$ cat src/rtl/prefix_addsub_pkg.sv
// Shared types and constants for the pipelined Sklansky prefix adder/subtractor.
package prefix_addsub_pkg;

    localparam logic [1:0] OP_ADD = 2'b00;
    localparam logic [1:0] OP_ADC = 2'b01;
    localparam logic [1:0] OP_SUB = 2'b10;
    localparam logic [1:0] OP_SBB = 2'b11;

    // Group generate/propagate pair carried through the prefix tree.
    typedef struct packed {
        logic g;
        logic p;
    } gp_t;

    // Register stages: one operand stage plus one per LVL_PER_STG prefix levels.
    function automatic int unsigned stage_count(input int unsigned width,
                                                input int unsigned lvl_per_stg);
        int unsigned levels;
        levels = 32'($clog2(width));
        return 1 + (levels + lvl_per_stg - 1) / lvl_per_stg;
    endfunction

endpackage

$ cat src/rtl/prefix_gp_cell.sv
// Sklansky black cell: merges a high (G,P) group with the adjacent lower group.
module prefix_gp_cell
    import prefix_addsub_pkg::*;
(
    input  gp_t hi,
    input  gp_t lo,
    output gp_t o
);

    assign o.g = hi.g | (hi.p & lo.g);
    assign o.p = hi.p & lo.p;

endmodule

$ cat src/rtl/prefix_addsub_pipe.sv
// Pipelined Sklansky adder/subtractor with valid/ready flow control and
// per-stage bubble collapse; a tag rides along with each operand beat.
module prefix_addsub_pipe
    import prefix_addsub_pkg::*;
#(
    parameter int unsigned WIDTH       = 16,
    parameter int unsigned LVL_PER_STG = 2,
    parameter int unsigned TAG_W       = 4
) (
    input  logic             clk,
    input  logic             rst,
    input  logic             in_valid,
    output logic             in_ready,
    input  logic [WIDTH-1:0] in_a,
    input  logic [WIDTH-1:0] in_b,
    input  logic [1:0]       in_op,
    input  logic             in_cin,
    input  logic [TAG_W-1:0] in_tag,
    output logic             out_valid,
    input  logic             out_ready,
    output logic [WIDTH-1:0] out_sum,
    output logic             out_cout,
    output logic             out_ovf,
    output logic             out_zero,
    output logic [TAG_W-1:0] out_tag
);

    localparam int unsigned L    = 32'($clog2(WIDTH));
    localparam int unsigned S    = stage_count(WIDTH, LVL_PER_STG);
    localparam int unsigned LAST = L - 1;

    logic [S-1:0] v;
    logic [S-1:0] adv;

    // A stage may load if it, or any stage downstream of it, is empty or
    // the consumer drains this cycle.
    for (genvar k = 0; k < S; k++) begin : g_adv
        assign adv[k] = out_ready || !(&v[S-1:k]);
    end

    always_ff @(posedge clk) begin
        if (rst) begin
            v <= '0;
        end else begin
            v <= (adv & {v[S-2:0], in_valid}) | (~adv & v);
        end
    end

    assign in_ready  = adv[0];
    assign out_valid = v[S-1];

    // Operand conditioning: invert b for subtraction, pick the carry-in.
    logic [WIDTH-1:0] b_x;
    logic             c0;

    always_comb begin
        b_x = in_b;
        c0  = 1'b0;
        if (in_op[1]) begin
            b_x = ~in_b;
        end
        unique case (in_op)
            OP_ADD:  c0 = 1'b0;
            OP_ADC:  c0 = in_cin;
            OP_SUB:  c0 = 1'b1;
            OP_SBB:  c0 = ~in_cin;
            default: c0 = 1'b0;
        endcase
    end

    logic [WIDTH-1:0] s0_p;
    logic [WIDTH-1:0] s0_g;
    logic             s0_c0;
    logic [TAG_W-1:0] s0_tag;

    always_ff @(posedge clk) begin
        if (rst) begin
            s0_p   <= '0;
            s0_g   <= '0;
            s0_c0  <= 1'b0;
            s0_tag <= '0;
        end else if (adv[0]) begin
            s0_p   <= in_a ^ b_x;
            s0_g   <= in_a & b_x;
            s0_c0  <= c0;
            s0_tag <= in_tag;
        end
    end

    // One generate block per prefix level; a register closes each group of
    // LVL_PER_STG levels, and the final level always ends in a register.
    for (genvar l = 0; l < L; l++) begin : lvl
        localparam bit          REG = (((l + 1) % LVL_PER_STG) == 0) || (l == LAST);
        localparam int unsigned K   = 32'(1 + l / LVL_PER_STG);

        gp_t [WIDTH-1:0]  gp_in;
        gp_t [WIDTH-1:0]  gp_c;
        gp_t [WIDTH-1:0]  gp_q;
        logic [WIDTH-1:0] sp_in;
        logic [WIDTH-1:0] sp_q;
        logic             c0_in;
        logic             c0_q;
        logic [TAG_W-1:0] tag_in;
        logic [TAG_W-1:0] tag_q;

        if (l == 0) begin : g_src
            // Carry-in folded into bit 0 as the generate of position -1.
            assign gp_in[0] = '{g: s0_g[0] | (s0_p[0] & s0_c0), p: 1'b0};
            for (genvar i = 1; i < WIDTH; i++) begin : g_bit
                assign gp_in[i] = '{g: s0_g[i], p: s0_p[i]};
            end
            assign sp_in  = s0_p;
            assign c0_in  = s0_c0;
            assign tag_in = s0_tag;
        end else begin : g_src
            assign gp_in  = lvl[l-1].gp_q;
            assign sp_in  = lvl[l-1].sp_q;
            assign c0_in  = lvl[l-1].c0_q;
            assign tag_in = lvl[l-1].tag_q;
        end

        for (genvar i = 0; i < WIDTH; i++) begin : g_col
            if (((i >> l) & 1) == 1) begin : g_blk
                prefix_gp_cell u_cell (
                    .hi (gp_in[i]),
                    .lo (gp_in[((i >> (l + 1)) << (l + 1)) + (1 << l) - 1]),
                    .o  (gp_c[i])
                );
            end else begin : g_pass
                assign gp_c[i] = gp_in[i];
            end
        end

        if (REG) begin : g_reg
            always_ff @(posedge clk) begin
                if (rst) begin
                    gp_q  <= '0;
                    sp_q  <= '0;
                    c0_q  <= 1'b0;
                    tag_q <= '0;
                end else if (adv[K]) begin
                    gp_q  <= gp_c;
                    sp_q  <= sp_in;
                    c0_q  <= c0_in;
                    tag_q <= tag_in;
                end
            end
        end else begin : g_wire
            assign gp_q  = gp_c;
            assign sp_q  = sp_in;
            assign c0_q  = c0_in;
            assign tag_q = tag_in;
        end
    end

    // g_fin[i] is the group generate over [i:-1], i.e. the carry into bit i+1.
    logic [WIDTH-1:0] g_fin;
    logic [WIDTH-1:0] p_fin;
    logic             unused_p;

    for (genvar i = 0; i < WIDTH; i++) begin : g_fin_bit
        assign g_fin[i] = lvl[LAST].gp_q[i].g;
        assign p_fin[i] = lvl[LAST].gp_q[i].p;
    end

    assign unused_p = ^p_fin;

    assign out_sum  = lvl[LAST].sp_q ^ {g_fin[WIDTH-2:0], lvl[LAST].c0_q};
    assign out_cout = g_fin[WIDTH-1];
    assign out_ovf  = g_fin[WIDTH-1] ^ g_fin[WIDTH-2];
    assign out_zero = out_valid && (out_sum == '0);
    assign out_tag  = lvl[LAST].tag_q;

endmodule

$ cat config.mk
export PLATFORM = sky130hd
export DESIGN_NAME = prefix_addsub_pipe
export DESIGN_NICKNAME = d
export VERILOG_FILES = /design/src/rtl/prefix_addsub_pkg.sv /design/src/rtl/prefix_gp_cell.sv /design/src/rtl/prefix_addsub_pipe.sv
export SDC_FILE = /design/constraint.sdc
export NUM_CORES = 1
export LEC_CHECK = 0
export ABC_AREA = 1
export CORE_MARGIN = 1
export CORE_UTILIZATION = 55
export CTS_CLUSTER_DIAMETER = 80
export CTS_CLUSTER_SIZE = 20
export DETAILED_ROUTE_END_ITERATION = 8
export GPL_TIMING_DRIVEN = 0
export HOLD_SLACK_MARGIN = 0.12
export MAX_ROUTING_LAYER = met4
export PLACE_DENSITY = 0.79
export RECOVER_POWER = 50
export SYNTH_ARGS = -nofsm -noshare
export SYNTH_HDL_FRONTEND = slang
export SYNTH_SLANG_ARGS = --single-unit
$ cat constraint.sdc
create_clock -name clk -period 1.7 [get_ports clk]
set_clock_uncertainty 0.1 [all_clocks]
set_input_delay 0.34 -clock clk [delete_from_list [all_inputs] [get_ports clk]]
set_output_delay 0.34 -clock clk [all_outputs]
set_load 0.02 [all_outputs]
==> metrics.md <==
| Metric | Value |
|---|---|
| Non-Filler Instances | 932 |
| Slowest cell on the critical path | dfxtp_2 |
| Syn_area_per_cell | 7.534 um2 |
| Failing checks | negative setup slack |
| CP Class | register to output pin |
| Vias | 5,082 |
| Critical Path RT | 1.26 ns |
| Via density | 5.453 |
| Total power | 7871 uW |
| Core ar. | approximately 9200 um2 |
| Crit path largest cell delay | 0.32 ns |
| Final Cycle Share | 120.4% |
| Diode count | 0 |
| Chip Height | roughly 100 um |
| Clock latency on the worst-skew pair | 0.52 ns |
| CTS tree | yes |
| Final Hold Vio Count | 0 |
| Max-slew violations | 0 |
| GPL Wtd Cong | between 0.8 and 0.9 |
| Final nets | 867 |
| Num CTS Buffers | 17 |
| Cell mode on critical path | nand2_2 |
| Pleak | 0.003096 uW |
| Most frequent cells in the layout | nor2_1 (159), dfxtp_1 (96), o21ai_0 (81) |
| Finished Core Util | roughly three quarters |
| Area Overhead vs Synth | 34.70% |
| Gate Count Post-Synth | 691 |
| Synth top area share | 47.30% |
| Starting DRT DRC Count | just under 400 |
| Status | finished, violations left |
| Ports | 68 |
| H-tree Lvls | 4 |
| Setup-failing EPs final | 57 |
| Achievable Freq | 0.4886 GHz |
| Die width | 99.29 um |
| #FFs+latches synth | 123 |
| Antenna viol nets, final | 0 |
| Cell Rows | 35 |
| Post-synth EDFFs | 0 |
| Ys flop type | dfxtp_1 |
| YS warnings | 0 |
| Biggest area consumer among synthesized cells | dfxtp_1 |
| PD cells | 1122 nW/um2 |
| Worst-margin pin slew | 0.6040 ns |
| Crit path cell chain | inv_2 > nand2_2 > nand2_2 > nand2_2 > nor2_4 > nand3_2 > nor2_1 > buf_4 |
| Grt ovf | 0 |
| Syn nets | 750 |
| First-pass GRT wire length | 23,120 um |
| Setup TNS | -4.084 ns |
| Layout cells sized above 1 | a little under a quarter |
| Slew HR | approximately three fifths |
| CTS Buffer Depth | 2 |
| Count of different cell masters after synthesis | 28 |
| DRC viols | 0 |
| Port Buffers | 65 |
| Top cells by area, synth | dfxtp_1 (47%), nor2_1 (12%), o21ai_0 (8.0%) |
| Clock period minus worst slack | 2.047 ns |
| Detailed Place HPWL | approximately 9300 um |
| GRT Util Overall | 31.11% |
| Clock sinks | 123 |
| Seq/Total Area, Yosys | 47.30% |
| Largest net degree at the start of global routing | 17 |
| Synth Cell Area | 5206 um2 |
| Number of global-route vias before repair | 4,899 |
| Max-Cap Viols | 0 |
| Crit end category | output pin |
| Worst min path class | input port to register |
| Async S/R FF share, synth | 0% |
| VDD IR-drop max | 0.8629 mV |
| Routed wire length | 14,700 um |
| Initial core utilization | 56.61% |
| Setup crit start kind | register |
| Worst setup margin | -0.3467 ns |
| Pre-antenna DRT Iters | 8 |
| Reg clk slew, reported paths | 0.06 ns |
| Initial antenna violation count | 0 |
| Die ar. | approximately 9900 um2 |
| Crit path DAT | 1.61 ns |
| CP max FO | 2 |
| RSZ-0062 raised after global routing | true |
| Clk root buf | clkbuf_8 |
| Avg WL per Cell | 15.77 um |
| Placed insts | between 800 and 900 |
| Most common cell after layout, fill and taps aside | nor2_1 |
-- metal layers --
layer	vias up	routed length (um)	track usage [%]
met5	-	0	-
met4	0	437	12.56
met3	54	1199	8.925
met2	262	7064	51.07
met1	2313	6000	35.85
li1	2453	-	-
-- area by class of cell --
cell class	instances	area (um2)
inverter	53	198.9
sequential	123	2501
buffer	37	192.7
clock buffer	21	459.2
fill	683	2183
multi-input combinational	476	2440
tap	111	138.9
timing repair buffer	100	915.9
clock inverter	11	166.4
-- worst paths after layout --
check	depth (start not counted)	startpoint	to	slack [ns]
worst max-delay path	8	lvl[3].sp_q[6]	out_zero	-0.35
worst min-delay path	3	in_tag[2]	lvl[0].tag_in[2]	0.30
worst max register to register	6	register	lvl[3].sp_q[8]	-0.19
worst min register to register	2	lvl[1].gp_q[28]	g_fin[14]	0.36
-- timing repair --
item                                   CTS  global route
hold buffers                             2             0
endpoints found under the hold margin    5             0
resized for setup                      131            75
buffers inserted                        21            17
pin swaps                                7            26
setup endpoints to repair               25            23
-- sequential cells by signal (all words and copies together), names as in the netlist, named ones only --
signal	count
lvl.tag_q	4
s0_g	16
g_fin	15
lvl.c0_q	2
lvl.gp_q	25
lvl.c0_in	1
lvl.sp_in	16
out_tag	4
lvl.tag_in	4
lvl.sp_q	32
out_cout	1
-- critical path: cells and delay by family (launching register included) --
kind / cells / cell delay [ns]
flip-flops: 1 / 0.32
AND/OR/NAND/NOR: 6 / 0.55
buffers and inverters: 2 / 0.21
-- cell families (layout without fill, tap and decap cells) --
kind of cell	after synthesis	after routing	synth area share (%)
fa+ha+maj	16	16	3.845
xor+xnor	23	23	3.869
compound gates	159	159	15.60
flops	123	123	47.30
simple gates	278	278	21.32
buf+inv	92	222	8.075
-- synthesized netlist by cell type, types with 9 or more instances --
library cell and n:
nor2_1 162, dfxtp_1 123, nand2_1 95, o21ai_0 83
a21oi_1 50, inv_1 49, xor2_1 21, o21ai_1 19
ha_1 16, clkbuf_1 15, buf_2 10, nand3_1 9
-- where the power goes --
group | total [uW] | leakage (uW) | internal [uW] | switching, uW
Clock | 3800 | 0.000300 | 2490 | 1310
Sequential | 3210 | 0.00102 | 3060 | 151
Combinational | 863 | 0.00177 | 410 | 453
Total | 7870 | 0.00310 | 5960 | 1910
-- stage by stage --
| step | setup slack (ns) | cell area (um2) | hold WS (ns) |
|---|---|---|---|
| floorplan | 0.1337 | 5206 | 0.3297 |
| global placement | -0.8872 | 5996 | 0.3465 |
| detailed placement | -0.9029 | 5996 | 0.3548 |
| CTS | -0.2967 | 6805 | 0.3057 |
| global route | -0.4073 | 7013 | 0.3221 |
| finish | -0.3467 | 7013 | 0.3007 |
No activity file was read; power rests on OpenSTA's default activity.
